===== src/rtl/ceas_alarma.sv =====
// Real-time clock (hh:mm:ss) with a single daily alarm.
// The buzzer rings on the rising edge of a time/alarm match and stops on alarm_off or after RING_SECONDS.
module ceas_alarma #(
    parameter int unsigned TICKS_PER_SEC = 50000000,
    parameter int unsigned RING_SECONDS  = 60
) (
    input  logic       clock,
    input  logic       reset,
    input  logic [4:0] ore,
    input  logic [5:0] minute,
    input  logic       load_timp,
    input  logic       load_alarma,
    input  logic       alarm_off,
    output logic [4:0] ore_ceas,
    output logic [5:0] minute_ceas,
    output logic [5:0] secunde,
    output logic       tick_sec,
    output logic       sonerie,
    output logic       armed
);

    localparam int unsigned PW = $clog2(TICKS_PER_SEC);
    localparam int unsigned RW = $clog2(RING_SECONDS + 1);
    localparam logic [PW-1:0] PRESC_MAX = PW'(TICKS_PER_SEC - 1);
    localparam logic [RW-1:0] RING_LAST = RW'(RING_SECONDS - 1);

    typedef enum logic [1:0] {
        DISARMED,
        ARMED,
        RINGING
    } state_t;

    state_t        state;
    state_t        state_nxt;
    logic [PW-1:0] presc;
    logic [RW-1:0] ring_cnt;
    logic [RW-1:0] ring_cnt_nxt;
    logic [4:0]    alarm_h;
    logic [5:0]    alarm_m;
    logic          match;
    logic          match_q;
    logic [4:0]    ore_ok;
    logic [5:0]    minute_ok;

    // Out-of-range fields from the setting stage are stored as zero.
    assign ore_ok    = (ore > 5'd23)    ? '0 : ore;
    assign minute_ok = (minute > 6'd59) ? '0 : minute;

    assign tick_sec = (presc == PRESC_MAX);
    assign match    = (ore_ceas == alarm_h) && (minute_ceas == alarm_m);

    always_ff @(posedge clock) begin
        if (reset) begin
            presc       <= '0;
            secunde     <= '0;
            minute_ceas <= '0;
            ore_ceas    <= '0;
        end else if (load_timp) begin
            presc       <= '0;
            secunde     <= '0;
            minute_ceas <= minute_ok;
            ore_ceas    <= ore_ok;
        end else begin
            presc <= tick_sec ? '0 : presc + PW'(1);
            if (tick_sec) begin
                if (secunde == 6'd59) begin
                    secunde <= '0;
                    if (minute_ceas == 6'd59) begin
                        minute_ceas <= '0;
                        ore_ceas    <= (ore_ceas == 5'd23) ? '0 : ore_ceas + 5'd1;
                    end else begin
                        minute_ceas <= minute_ceas + 6'd1;
                    end
                end else begin
                    secunde <= secunde + 6'd1;
                end
            end
        end
    end

    // Forcing match_q on an alarm load suppresses a ring for the minute already showing.
    always_ff @(posedge clock) begin
        if (reset) begin
            alarm_h <= '0;
            alarm_m <= '0;
            match_q <= 1'b0;
        end else if (load_alarma) begin
            alarm_h <= ore_ok;
            alarm_m <= minute_ok;
            match_q <= 1'b1;
        end else begin
            match_q <= match;
        end
    end

    always_comb begin
        state_nxt    = state;
        ring_cnt_nxt = ring_cnt;
        case (state)
            DISARMED: begin
                if (load_alarma) state_nxt = ARMED;
            end
            ARMED: begin
                if (load_alarma) begin
                    state_nxt = ARMED;
                end else if (alarm_off) begin
                    state_nxt = DISARMED;
                end else if (match && !match_q) begin
                    state_nxt    = RINGING;
                    ring_cnt_nxt = '0;
                end
            end
            RINGING: begin
                if (load_alarma || alarm_off) begin
                    state_nxt = ARMED;
                end else if (tick_sec) begin
                    ring_cnt_nxt = ring_cnt + RW'(1);
                    if (ring_cnt == RING_LAST) state_nxt = ARMED;
                end
            end
            default: state_nxt = DISARMED;
        endcase
    end

    always_ff @(posedge clock) begin
        if (reset) begin
            state    <= DISARMED;
            ring_cnt <= '0;
            sonerie  <= 1'b0;
            armed    <= 1'b0;
        end else begin
            state    <= state_nxt;
            ring_cnt <= ring_cnt_nxt;
            sonerie  <= (state_nxt == RINGING);
            armed    <= (state_nxt != DISARMED);
        end
    end

endmodule


===== config.mk =====
export PLATFORM = sky130hd
export DESIGN_NAME = ceas_alarma
export DESIGN_NICKNAME = d
export VERILOG_FILES = /design/src/rtl/ceas_alarma.sv
export SDC_FILE = /design/constraint.sdc
export NUM_CORES = 1
export LEC_CHECK = 0
export CAP_MARGIN = 20
export CORE_ASPECT_RATIO = 2
export CORE_UTILIZATION = 40
export CTS_CLUSTER_DIAMETER = 100
export DETAILED_ROUTE_END_ITERATION = 12
export GPL_TIMING_DRIVEN = 1
export PLACE_DENSITY = 0.6
export SLEW_MARGIN = 40
export SYNTH_ARGS = -nofsm -noshare
export SYNTH_HDL_FRONTEND = slang
export SYNTH_SLANG_ARGS = --single-unit

===== constraint.sdc =====
create_clock -name clock -period 2.9 [get_ports clock]
set_input_delay 0.435 -clock clock [delete_from_list [all_inputs] [get_ports clock]]
set_output_delay 0.435 -clock clock [all_outputs]
set_load 0.03 [all_outputs]

==> impl_metrics.csv, run 1 <==
group,metric,value,unit
outcome,status,"finished clean",
routing,drtIter0Drc,115,
sta,period_needed,2.61,ns
finish,layout.cells.non_filler,511,
synthesis,synthFlopType,"dfxtp_1",
hold_path,min_from,"alarm_m[0]",
clock_network,holdBufCountCts,0,
setup_path,crit_required,2.47,ns
synthesis,yosysWarnings,0,
synthesis,synth-seq-cells,65,
clock_network,cts_buffers,9,
sta,setup_violations,0,
sta,slew_violations,0,
place,place_inst,495,
place,gp_congestion,0.788,
floorplan,die_area,8110,um^2
routing,vias,2804,
clock_network,root_buffer,"clkbuf_16",
sta,period_share,0.901,
setup_path,critPathKind,"flip-flop to output pin",
clock_network,cts_max_level,3,
floorplan,core_area,7540,um^2
power_and_ir_drop,p_leak,1.35,nW
grt,grtUsageTotal,0.222,
sta,finalHoldViolations,0,
grt,grt-ovfl-total,0,
grt,grt_antenna_before_repair,0,
finish,area_growth,25.8,%
setup_path,critical_path.slowest_cell,"or3_2",
floorplan,start_util,0.410,
sta,slew_headroom,0.594,
synthesis,synth_edf_count,0,
clock_network,cts_tree,"yes",
clock_network,cts_buffer_depth,2,
grt,grt_pass1_vias,2868,
synthesis,syn_area_per_cell,8.39,um^2
finish,antennaDiodeCount,0,
sta,worst_slew_pin_slew,0.609,ns
synthesis,synth_area,3090,um^2
clock_network,clk_pin_slew_worst_paths,0.05,ns
power_and_ir_drop,powerDensity,557,nW/um^2
synthesis,ys_seq_area_frac,0.421,
setup_path,crit_start,"presc[12]",
setup_path,crit_path_end_kind,"output pin",
routing,wl_per_cell,15.8,um
setup_path,cp_max_fo,5,
sta,fmax,383,MHz
routing,routed_wl,8090,um
synthesis,ys_async_sr_fraction,0,
synthesis,ys_types,43,
place,hpwl,6090,um
clock_network,post-cts-setup-buffers,0,
setup_path,cp_num_buf_inv,2,
clock_network,clk-insertion-delay-late,0.34,ns
floorplan,placementRows,45,
floorplan,die_w,64.2,um
clock_network,cts_resized,1,
grt,grt_max_degree,27,
routing,drc_errors,0,
hold_path,hold_path.class,"flip-flop to flip-flop",
grt,grt_pass1_wl,13600,um
setup_path,cpPeakStageDelay,0.56,ns
synthesis,syn_nets,390,
setup_path,crit_family,"simple AND/OR/NAND/NOR gates",
synthesis,synthCells,369,
power_and_ir_drop,power,2.17,mW
sta,rsz0062_at_grt,"no",
place,portBuffers,35,
setup_path,r2r_start,"presc[12]",
routing,drtAntennaViolNets,0,
finish,drive_gt1_frac,0.0863,
floorplan,pin_count,36,
power_and_ir_drop,ir_worst_vdd,354,uV
sta,finalClockSkew,0.0108,ns
routing,firstDrtPassIters,4,
sta,holdWs,0.470,ns
setup_path,worstPathArrival,2.18,ns
finish,fin_util,0.516,
finish,nNetsFinal,433,
sta,fin_tns_setup,0,ns
routing,vias_per_cell,5.49,
floorplan,die-height,126,um
flow_run,max_cap_viol_count,0,
setup_path,startpoint_type,"flip-flop",
clock_network,cts.sink_count,65,
setup_path,worstPathCellList,"and4_4 -> nand4_1 -> or3_2 -> inv_2 -> dlygate4sd2_1",
power by group:
part	leakage (nW)	internal, mW	switching, mW
sequential	0.528	0.915	0.0264
combinational	0.674	0.0804	0.0972
clock	0.149	0.668	0.381
total	1.35	1.66	0.504
cell type report:
class	count	area, um^2
fill	756	3650
inverter	9	33.8
sequential	65	1300
tap	94	118
timing repair buffer	45	437
clock buffer	14	284
multi-input combinational	282	1710
clock inverter	2	10.0
synth_stat cells (3+ instances only):
cell / count / area share
xor2_1: 21 / 0.059
a311oi_1: 3 / 0.0085
and3_1: 5 / 0.010
nor2b_1: 5 / 0.010
mux2i_1: 5 / 0.016
nand3_1: 28 / 0.045
o211ai_1: 4 / 0.0097
nor2_1: 40 / 0.049
o31ai_1: 3 / 0.0073
o311ai_0: 4 / 0.011
nand4_1: 15 / 0.030
a21oi_1: 22 / 0.036
nor3_1: 6 / 0.0097
xnor2_1: 19 / 0.054
nand2b_1: 3 / 0.0061
inv_1: 8 / 0.0097
or3_1: 5 / 0.010
nand2_1: 39 / 0.047
clkbuf_1: 10 / 0.012
dfxtp_1: 65 / 0.42
o21ai_0: 16 / 0.026
nor4_1: 5 / 0.010
ha_1: 5 / 0.020
a31oi_1: 6 / 0.012
through the flow:
step           setup WS, ns  instance area, um^2
2_1_floorplan         0.559                 3090
4_1_cts               0.269                 3890
3_3_place_gp          0.396                 3600
5_1_grt               0.147                 3890
3_5_place_dp          0.355                 3600
6_report              0.286                 3890
layer usage:
layer / GRT usage / part of all wire / wire (um) / up-vias
met4: 0.157 / 0.042 / 342 / 0
met1: 0.213 / 0.36 / 2940 / 1319
met2: 0.423 / 0.57 / 4630 / 64
met3: 0.0234 / 0.023 / 184 / 22
li1: - / - / - / 1399
met5: 0 / 0 / 0 / -
sequential cells by signal (all words and copies together), names as in the netlist:
register	count
presc	26
alarm_m	6
match_q	1
ore_ceas	5
alarm_h	5
sonerie	1
secunde	6
ring_cnt	6
state	2
armed	1
minute_ceas	6
worst register-to-register path, cell delays in order (launching register included):
cell and delay [ns]:
dfxtp_1 0.40, and4_4 0.29, nand4_1 0.12, or3_2 0.56, inv_2 0.08, buf_4 0.15, a21oi_1 0.16, o311ai_0 0.38
o31ai_1 0.12
logic make-up after synthesis:
kind of cell | Yosys count | synth area share
simple gates | 169 | 0.280
flops | 65 | 0.421
compound gates | 63 | 0.123
xor+xnor | 40 | 0.113
buf+inv | 22 | 0.0271
mux | 5 | 0.0162
fa+ha+maj | 5 | 0.0202
path summary, 6_finish.rpt:
| check | endpoint | slack, ns | depth (start not counted) |
|---|---|---|---|
| hold / removal | alarm_m[0] | 0.47 | 2 |
| hold reg to reg | alarm_m[0] | 0.47 | 2 |
| setup reg to reg | ring_cnt[4] | 0.50 | 8 |
| setup / recovery | tick_sec | 0.29 | 5 |
placed cells by master, fill, tap and decap left out, types with 6 or more instances in the layout:
master,netlist,routed
dfxtp_1,65,65
nor2_1,40,40
nand2_1,39,39
clkdlybuf4s50_1,0,34
nand3_1,28,28
a21oi_1,22,22
xor2_1,21,21
xnor2_1,19,19
o21ai_0,16,16
nand4_1,15,15
clkbuf_16,0,9
buf_4,0,9
inv_1,8,8
nor3_1,6,6
a31oi_1,6,6
No activity file was read; power rests on OpenSTA's default activity.
==> run 2: changes to the inputs <==
--- a/config.mk
+++ b/config.mk
@@ -9,6 +9,7 @@
 export CORE_ASPECT_RATIO = 2
 export CORE_UTILIZATION = 40
 export CTS_CLUSTER_DIAMETER = 100
+export CTS_CLUSTER_SIZE = 8
 export DETAILED_ROUTE_END_ITERATION = 12
 export GPL_TIMING_DRIVEN = 1
 export PLACE_DENSITY = 0.6
==> results of run 2 <==
Same layout as run 1: the final DEF is identical, and so are final timing and power.
==> run 3: changes to the inputs <==
--- a/config.mk
+++ b/config.mk
@@ -7,6 +7,7 @@
 export LEC_CHECK = 0
 export CAP_MARGIN = 20
 export CORE_ASPECT_RATIO = 2
+export CORE_MARGIN = 3
 export CORE_UTILIZATION = 40
 export CTS_CLUSTER_DIAMETER = 100
 export CTS_CLUSTER_SIZE = 8
==> impl_metrics.csv, run 3 (same netlist as run 1, synthesis figures left out) <==
group,metric,value,unit
finish,layout.cells.non_filler,508,
sta,fin_tns_setup,0,ns
clock_network,cts.sink_count,65,
sta,finalHoldViolations,0,
grt,grt_pass1_vias,2799,
finish,design_area,3850,um^2
sta,period_share,0.909,
setup_path,worstPathArrival,2.20,ns
routing,routed_wl,8020,um
power_and_ir_drop,ir_worst_vdd,366,uV
clock_network,cts_max_level,3,
hold_path,hold_path.class,"flip-flop to flip-flop",
finish,layout_common_cells,"dfxtp_1 (65), nor2_1 (40), nand2_1 (39)",
finish,largest_reg_flops,26,
floorplan,start_util,0.419,
clock_network,cts_buffers,9,
clock_network,clk_pin_slew_worst_paths,0.05,ns
routing,vias,2770,
floorplan,core_area,7380,um^2
sta,finalClockSkew,0.00699,ns
routing,firstDrtPassIters,5,
finish,nNetsFinal,432,
setup_path,critPathKind,"flip-flop to output pin",
clock_network,clk-insertion-delay-late,0.33,ns
flow_run,max_cap_viol_count,0,
routing,drtAntennaViolNets,0,
hold_path,min_from,"alarm_m[0]",
sta,slew_violations,0,
hold_path,worstHoldPathCells,2,
routing,wl_per_cell,15.8,um
grt,grt_pass1_wl,13000,um
routing,vias_per_cell,5.45,
sta,rsz0062_at_grt,"no",
place,portBuffers,35,
finish,n_fill_cell,745,
power_and_ir_drop,p_leak,1.33,nW
finish,antennaDiodeCount,0,
floorplan,die-height,130,um
place,gp_congestion,0.767,
setup_path,r2r_end,"minute_ceas[3]",
sta,worst_slew_pin_slew,0.725,ns
clock_network,post-cts-setup-buffers,0,
sta,fmax,379,MHz
setup_path,startpoint_type,"flip-flop",
setup_path,crit_path_end_kind,"output pin",
sta,period_needed,2.64,ns
setup_path,r2r_start,"secunde[0]",
floorplan,die_w,68.2,um
setup_path,rrSetupSlack,0.49,ns
grt,grt_antenna_before_repair,0,
place,dpl_cell_area,3580,um^2
hold_path,min_to,"alarm_m[0]",
setup_path,cp_max_fo,5,
power_and_ir_drop,powerDensity,546,nW/um^2
place,place_inst,492,
sta,setup_violations,0,
sta,slew_headroom,0.513,
routing,drtIter0Drc,155,
floorplan,placementRows,44,
outcome,status,"finished clean",
setup_path,reg2reg_depth,6,
grt,grt-ovfl-total,0,
grt,grtUsageTotal,0.199,
finish,area_growth,24.5,%
finish,drive_gt1_frac,0.0817,
finish,layout_commonest_cell,"dfxtp_1",
clock_network,cts_buffer_depth,2,
sta,holdWs,0.471,ns
clock_network,cts_tree,"yes",
floorplan,die_area,8890,um^2
finish,largest_register,"presc",
grt,grt_max_degree,26,
place,hpwl,6060,um
routing,drc_errors,0,
clock_network,root_buffer,"clkbuf_16",
setup_path,crit_required,2.47,ns
floorplan,pin_count,36,
==> run 3: per-layer routing <==
| metal | global-route usage | up-vias | routed length [um] |
|---|---|---|---|
| met5 | 0 | - | 0 |
| met4 | 0.149 | 0 | 384 |
| met3 | 0.0428 | 22 | 214 |
| met2 | 0.358 | 66 | 4410 |
| met1 | 0.188 | 1289 | 3010 |
| li1 | - | 1393 | - |
==> run 3: layout make-up <==
class                           instances  area (um^2)  area share
Multi-Input combinational cell        282         1710       0.444
Sequential cell                        65         1300       0.338
Timing Repair Buffer                   44          417       0.108
Clock buffer                           13          260      0.0676
Tap cell                               92          115      0.0299
Inverter                                9         33.8     0.00877
Clock inverter                          3         15.0     0.00390
==> run 3: power by group <==
part / leakage [nW] / total, mW / internal [mW] / switching (mW)
Clock: 0.139 / 0.986 / 0.620 / 0.366
Sequential: 0.528 / 0.942 / 0.916 / 0.0261
Combinational: 0.663 / 0.174 / 0.0781 / 0.0962
Total: 1.33 / 2.10 / 1.61 / 0.488
==> run 3: worst max-delay path, stage by stage (launching register included) <==
cell	delay [ns]
dfxtp_1	0.39
ha_1	0.29
nand3_2	0.18
or3_2	0.55
inv_2	0.08
dlygate4sd2_1	0.39
==> run 3: worst max path at each step <==
stage                     from        endpoint  slack [ns]
global placement      presc[0]        tick_sec        0.39
CTS                   presc[0]        tick_sec        0.25
global route          presc[0]        tick_sec        0.16
floorplan           secunde[0]  minute_ceas[3]        0.56
finish                presc[0]        tick_sec        0.26
detailed placement    presc[0]        tick_sec        0.34
==> run 3: metrics by stage <==
step                      power, mW  worst slack (ns)   util
after floorplan                1.06             0.559      -
after global placement         1.14             0.389  0.485
after detailed placement       1.14             0.341  0.485
after CTS                      2.13             0.251  0.522
after global routing           2.18             0.156  0.522
final                          2.10             0.264  0.522
==> run 3: what timing repair did <==
action	4_1_cts	5_1_grt
hold buffers	0	0
endpoints found under the setup margin	1	0
resized for setup	1	0
==> RTL change 1, RTL diff (settings of run 3) <==
`RING_SECONDS`: 60 -> 30.
--- a/src/rtl/ceas_alarma.sv
+++ b/src/rtl/ceas_alarma.sv
@@ -2,7 +2,7 @@
 // The buzzer rings on the rising edge of a time/alarm match and stops on alarm_off or after RING_SECONDS.
 module ceas_alarma #(
     parameter int unsigned TICKS_PER_SEC = 50000000,
-    parameter int unsigned RING_SECONDS  = 60
+    parameter int unsigned RING_SECONDS  = 30
 ) (
     input  logic       clock,
     input  logic       reset,
Formal check against the unedited RTL: no difference found for any inputs over 10 cycles, from zero or initial values and one cycle with reset high; that may be too few to reach the edited logic, so the function may still have changed.
==> RTL change 1 against run 3 <==
Area after synthesis is 4.4% higher. Cell count increased by 4.1%. Die area rose by 4.1%. Critical endpoint unchanged. Worst hold slack got worse by 0.0048 ns. Total power rose by 4.3%. Worst setup slack improved by 0.024 ns. Sequential cell count shrank 1. Routed wire length increased by 10%. Cell area up 3.9%.
==> RTL change 1: results <==
export IMPL_max_stage_delay_ns=0.42
export IMPL_post_cts_buffers=0
export IMPL_clk_latency_ns=0.33
export IMPL_first_global_vias=2984
export IMPL_cp_arrival_ns=2.18
export IMPL_drt_antenna_violating_nets=0
export IMPL_drive_above_1_share_pct=7.816
export IMPL_placed_area_um2=3701
export IMPL_timing_hold_ws_ns=0.4658
export IMPL_seq_area_frac_synth_pct=39.67
export IMPL_vias=2990
export IMPL_top_register="presc"
export IMPL_ys_types=56
export IMPL_cp_slowest_cell="dlygate4sd2_1"
export IMPL_dp_worst_setup_slack_ns=0.3571
export IMPL_fmax_mhz=383.0
export IMPL_routed_wl_mm=8.835
export IMPL_synth_area_per_cell_um2=8.302
export IMPL_synthTopCellsByCount="64 x dfxtp_1, 44 x nand2_1, 38 x nand3_1"
export IMPL_place_congestion=0.8127
export IMPL_cts_max_path_buffers=2
export IMPL_grt_use_total_pct=20.28
export IMPL_relSlewSlack_pct=57.56
export IMPL_dp_cells=513
export IMPL_cts_buffers_inserted=9
export IMPL_reg2reg_slack_ns=0.68
export IMPL_root_buffer="clkbuf_16"
export IMPL_drt_pass1_iterations=4
export IMPL_synth_nets=411
export IMPL_layout_nets=452
export IMPL_grt_pass1_wl_mm=14.61
export IMPL_hpwl_mm=6.732
export IMPL_vdd_drop_max_mv=0.3537
export IMPL_skew_ns=0.006559
export IMPL_cellLeakagePower_nw=1.483
export IMPL_status="finished clean"
export IMPL_fillers=744
export IMPL_clk_pin_slew_worst_paths_ns=0.05
export IMPL_wl_per_cell_um=16.70
export IMPL_yosys_top_cells_area="dfxtp_1 40%, xor2_1 7.3%, nand3_1 5.9%"
[RTL change 1: kinds of logic (layout without fill, tap and decap cells)]
| group | after synthesis | after routing | synth area share [%] |
|---|---|---|---|
| AO/OA/AOI/OAI | 66 | 66 | 12.55 |
| XOR/XNOR | 35 | 35 | 9.493 |
| adder cells (fa/ha/maj) | 6 | 6 | 2.325 |
| buffers and inverters | 24 | 70 | 3.254 |
| flip-flops | 64 | 64 | 39.67 |
| multiplexers | 4 | 4 | 1.317 |
| AND/OR/NAND/NOR | 190 | 190 | 31.38 |
[RTL change 1: repair_timing]
action	in CTS	in global routing
setup endpoints to repair	1	0
endpoints found under the hold margin	0	0
gates resized for setup	1	0
[RTL change 1: final timing paths]
kind                                from           to  depth (start not counted)
worst max-delay path            presc[0]     tick_sec                          6
worst min-delay path            presc[0]     presc[0]                          1
worst max register to register  presc[0]  ring_cnt[4]                          7
worst min register to register  presc[0]     presc[0]                          1
[RTL change 1: area by class of cell]
cell class / count / area [µm²] / share of cell area [%]
multi-input combinational: 301 / 1843 / 46.07
sequential: 64 / 1281 / 32.03
timing repair buffer: 45 / 424.2 / 10.60
clock buffer: 13 / 260.3 / 6.506
tap: 94 / 117.6 / 2.940
clock inverter: 3 / 40.04 / 1.001
inverter: 9 / 33.78 / 0.8445
[RTL change 1: report_power, final]
part	switching [mW]	internal [mW]	total (mW)
registers	0.0259	0.902	0.928
logic	0.100	0.0732	0.173
clock network	0.382	0.709	1.09
total	0.508	1.68	2.19
[RTL change 1: worst reg2reg max path: cells and delay by family (launching register included)]
| family | cells | cell delay (ns) |
|---|---|---|
| compound gates | 2 | 0.57 |
| simple gates | 3 | 0.73 |
| buf+inv | 1 | 0.18 |
| flops | 1 | 0.36 |
| fa+ha+maj | 1 | 0.23 |
[RTL change 1: metal layers]
metal	GRT usage, %	routed length, µm
met5	0	0
met4	12.39	405
met3	4.715	262
met2	38.46	5051
met1	18.98	3116
==> RTL change 2, RTL diff (config.mk and constraints of run 3) <==
Without the edit above. Add an input register stage for `ore`, `minute`, `load_timp`, `load_alarma` and `alarm_off`; this delays them by one clock.
--- a/src/rtl/ceas_alarma.sv
+++ b/src/rtl/ceas_alarma.sv
@@ -30,6 +30,20 @@
         RINGING
     } state_t;
 
+    logic [4:0] ore_q;
+    logic [5:0] minute_q;
+    logic load_timp_q;
+    logic load_alarma_q;
+    logic alarm_off_q;
+
+    always_ff @(posedge clock) begin
+        ore_q         <= ore;
+        minute_q      <= minute;
+        load_timp_q   <= load_timp;
+        load_alarma_q <= load_alarma;
+        alarm_off_q   <= alarm_off;
+    end
+
     state_t        state;
     state_t        state_nxt;
     logic [PW-1:0] presc;
@@ -43,8 +57,8 @@
     logic [5:0]    minute_ok;
 
     // Out-of-range fields from the setting stage are stored as zero.
-    assign ore_ok    = (ore > 5'd23)    ? '0 : ore;
-    assign minute_ok = (minute > 6'd59) ? '0 : minute;
+    assign ore_ok    = (ore_q > 5'd23)    ? '0 : ore_q;
+    assign minute_ok = (minute_q > 6'd59) ? '0 : minute_q;
 
     assign tick_sec = (presc == PRESC_MAX);
     assign match    = (ore_ceas == alarm_h) && (minute_ceas == alarm_m);
@@ -55,7 +69,7 @@
             secunde     <= '0;
             minute_ceas <= '0;
             ore_ceas    <= '0;
-        end else if (load_timp) begin
+        end else if (load_timp_q) begin
             presc       <= '0;
             secunde     <= '0;
             minute_ceas <= minute_ok;
@@ -84,7 +98,7 @@
             alarm_h <= '0;
             alarm_m <= '0;
             match_q <= 1'b0;
-        end else if (load_alarma) begin
+        end else if (load_alarma_q) begin
             alarm_h <= ore_ok;
             alarm_m <= minute_ok;
             match_q <= 1'b1;
@@ -98,12 +112,12 @@
         ring_cnt_nxt = ring_cnt;
         case (state)
             DISARMED: begin
-                if (load_alarma) state_nxt = ARMED;
+                if (load_alarma_q) state_nxt = ARMED;
             end
             ARMED: begin
-                if (load_alarma) begin
+                if (load_alarma_q) begin
                     state_nxt = ARMED;
-                end else if (alarm_off) begin
+                end else if (alarm_off_q) begin
                     state_nxt = DISARMED;
                 end else if (match && !match_q) begin
                     state_nxt    = RINGING;
@@ -111,7 +125,7 @@
                 end
             end
             RINGING: begin
-                if (load_alarma || alarm_off) begin
+                if (load_alarma_q || alarm_off_q) begin
                     state_nxt = ARMED;
                 end else if (tick_sec) begin
                     ring_cnt_nxt = ring_cnt + RW'(1);
Formal check against the unedited RTL: not equivalent (Yosys sat finds a counterexample within 4 cycles, from zero or initial values and one cycle with reset high).
==> RTL change 2 against run 3 <==
Sequential cell count rose by 14. Routed wire length rose by 9.8%. Worst setup slack improved by 0.024 ns. Total power rose by 13%. Synthesized cell count rose by 13%. Clock power rose by 6%. Sequential share of layout area rose by 2.5 points. Die area rose by 15%. Non-clock buffer count rose by 2. Count of clock-buffer cells in the layout fell by 1. Clock skew fell by 0.0011 ns. Area after synthesis rose by 16%. Cell area rose by 13%. Maximum frequency rose by 0.91%. Critical endpoint unchanged.
==> RTL change 2: results <==
export IMPL_grt_max_degree=34
export IMPL_seq_area_frac_synth_pct=43.89
export IMPL_top_register="presc"
export IMPL_worstMarginPinSlew_ns=0.7131
export IMPL_grt_use_total_pct=18.40
export IMPL_cts_resized=0
export IMPL_synthAdderAreaFrac_pct=1.736
export IMPL_hold_class="reg -> reg"
export IMPL_cts_buffers_inserted=9
export IMPL_wl_per_cell_um=15.69
export IMPL_async_flop_share_pct=0
export IMPL_hpwl_mm=6.484
export IMPL_cellLeakagePower_nw=1.585
export IMPL_synth_area_per_cell_um2=8.621
export IMPL_portBuffers=35
export IMPL_netSwitchingPower_mw=0.5506
export IMPL_synthMuxAreaShare_pct=0.8333
export IMPL_drt_iter0_drc=173
export IMPL_place_congestion=0.8425
export IMPL_synthXorXnorAreaFrac_pct=9.479
export IMPL_yosys_top_cells_area="dfxtp_1 44%, xor2_1 8.3%, nand3_1 5.0%"
export IMPL_drt_pass1_iterations=4
export IMPL_clk_latency_ns=0.33
export IMPL_fin_ws_ns=0.2880
export IMPL_largest_reg_flops=26
export IMPL_synth_nets=439
export IMPL_setup_worst_path_start="presc[10]"
export IMPL_crit_path_end="tick_sec"
export IMPL_synth_compound_area_share_pct=11.84
export IMPL_cts_max_path_buffers=2
export IMPL_vias=3157
export IMPL_antenna_cells=0
export IMPL_dp_worst_setup_slack_ns=0.4058
export IMPL_synthTopCellsByCount="79 x dfxtp_1, 45 x nor2_1, 36 x nand3_1"
export IMPL_critical_path_max_fanout=6
export IMPL_r2r_cells=6
export IMPL_dp_cells=545
export IMPL_placed_area_um2=4085
export IMPL_status="finished clean"
export IMPL_first_global_vias=3022
export IMPL_vdd_drop_max_mv=0.3123
export IMPL_grt_pass1_wl_mm=14.69
export IMPL_cts_max_level=3
export IMPL_r2r_end="ring_cnt[1]"
export IMPL_timing_rr_start="presc[0]"
export IMPL_routed_wl_mm=8.804
export IMPL_skew_ns=0.005938
export IMPL_synth_warnings=0
export IMPL_timing_hold_ws_ns=0.4515
export IMPL_root_buffer="clkbuf_16"
export IMPL_area_growth_pct=21.08
export IMPL_reg2reg_slack_ns=0.38
export IMPL_layout_nets=477
export IMPL_antenna_found_initial=0
export IMPL_drive_above_1_share_pct=7.592
export IMPL_post_cts_buffers=0
export IMPL_ys_types=52
export IMPL_fillers=863
==> RTL change 2: worst max-delay path, stage by stage (launching register included) <==
cell and delay (ns):
dfxtp_1 0.36, or4_4 0.54, nor4_4 0.44, buf_4 0.23, nand2_1 0.07, inv_1 0.06, buf_4 0.15
==> RTL change 2: how the worst min path moves through the flow <==
stage | startpoint | end | cells past startpoint
floorplan | presc[0] | presc[0] | 1
global placement | presc[0] | presc[0] | 1
detailed placement | presc[0] | presc[0] | 1
CTS | presc[0] | presc[0] | 1
global route | presc[0] | presc[0] | 1
finish | presc[0] | presc[0] | 1
==> RTL change 2: area by class of cell <==
type	count	share of cell area (%)
multi-input cells	311	43.88
clock buffers	12	5.879
inverters	9	0.7743
flip-flops and latches	79	36.28
well taps	100	2.868
repair buffers	46	9.865
clock inverters	4	0.4588
==> RTL change 2: routing by layer <==
layer  vias up  share of wire (%)  global-route usage (%)
li1       1574                  -                       -
met1      1497                 40                   21.26
met2        70                 53                   30.80
met3        16                3.3                   3.951
met4         0                2.9                   9.630
met5         -                  0                       0
==> RTL change 2: power groups by stage <==
stage | combinational (mW) | clock (mW) | sequential [mW]
after floorplan | 0.0845 | 0 | 1.18
after global placement | 0.163 | 0 | 1.18
after detailed placement | 0.165 | 0 | 1.18
after CTS | 0.165 | 1.08 | 1.16
after global routing | 0.179 | 1.13 | 1.16
final | 0.163 | 1.05 | 1.16
==> RTL change 2: kinds of logic (layout without fill, tap and decap cells) <==
group / count (synthesis) / count (layout)
and+or+nand+nor: 198 / 198
DFF: 79 / 79
AOI/OAI and AO/OA: 66 / 66
xor gates and xnor gates: 39 / 39
buffers and inverters: 28 / 71
adders and majority gates: 5 / 5
muxes: 3 / 3
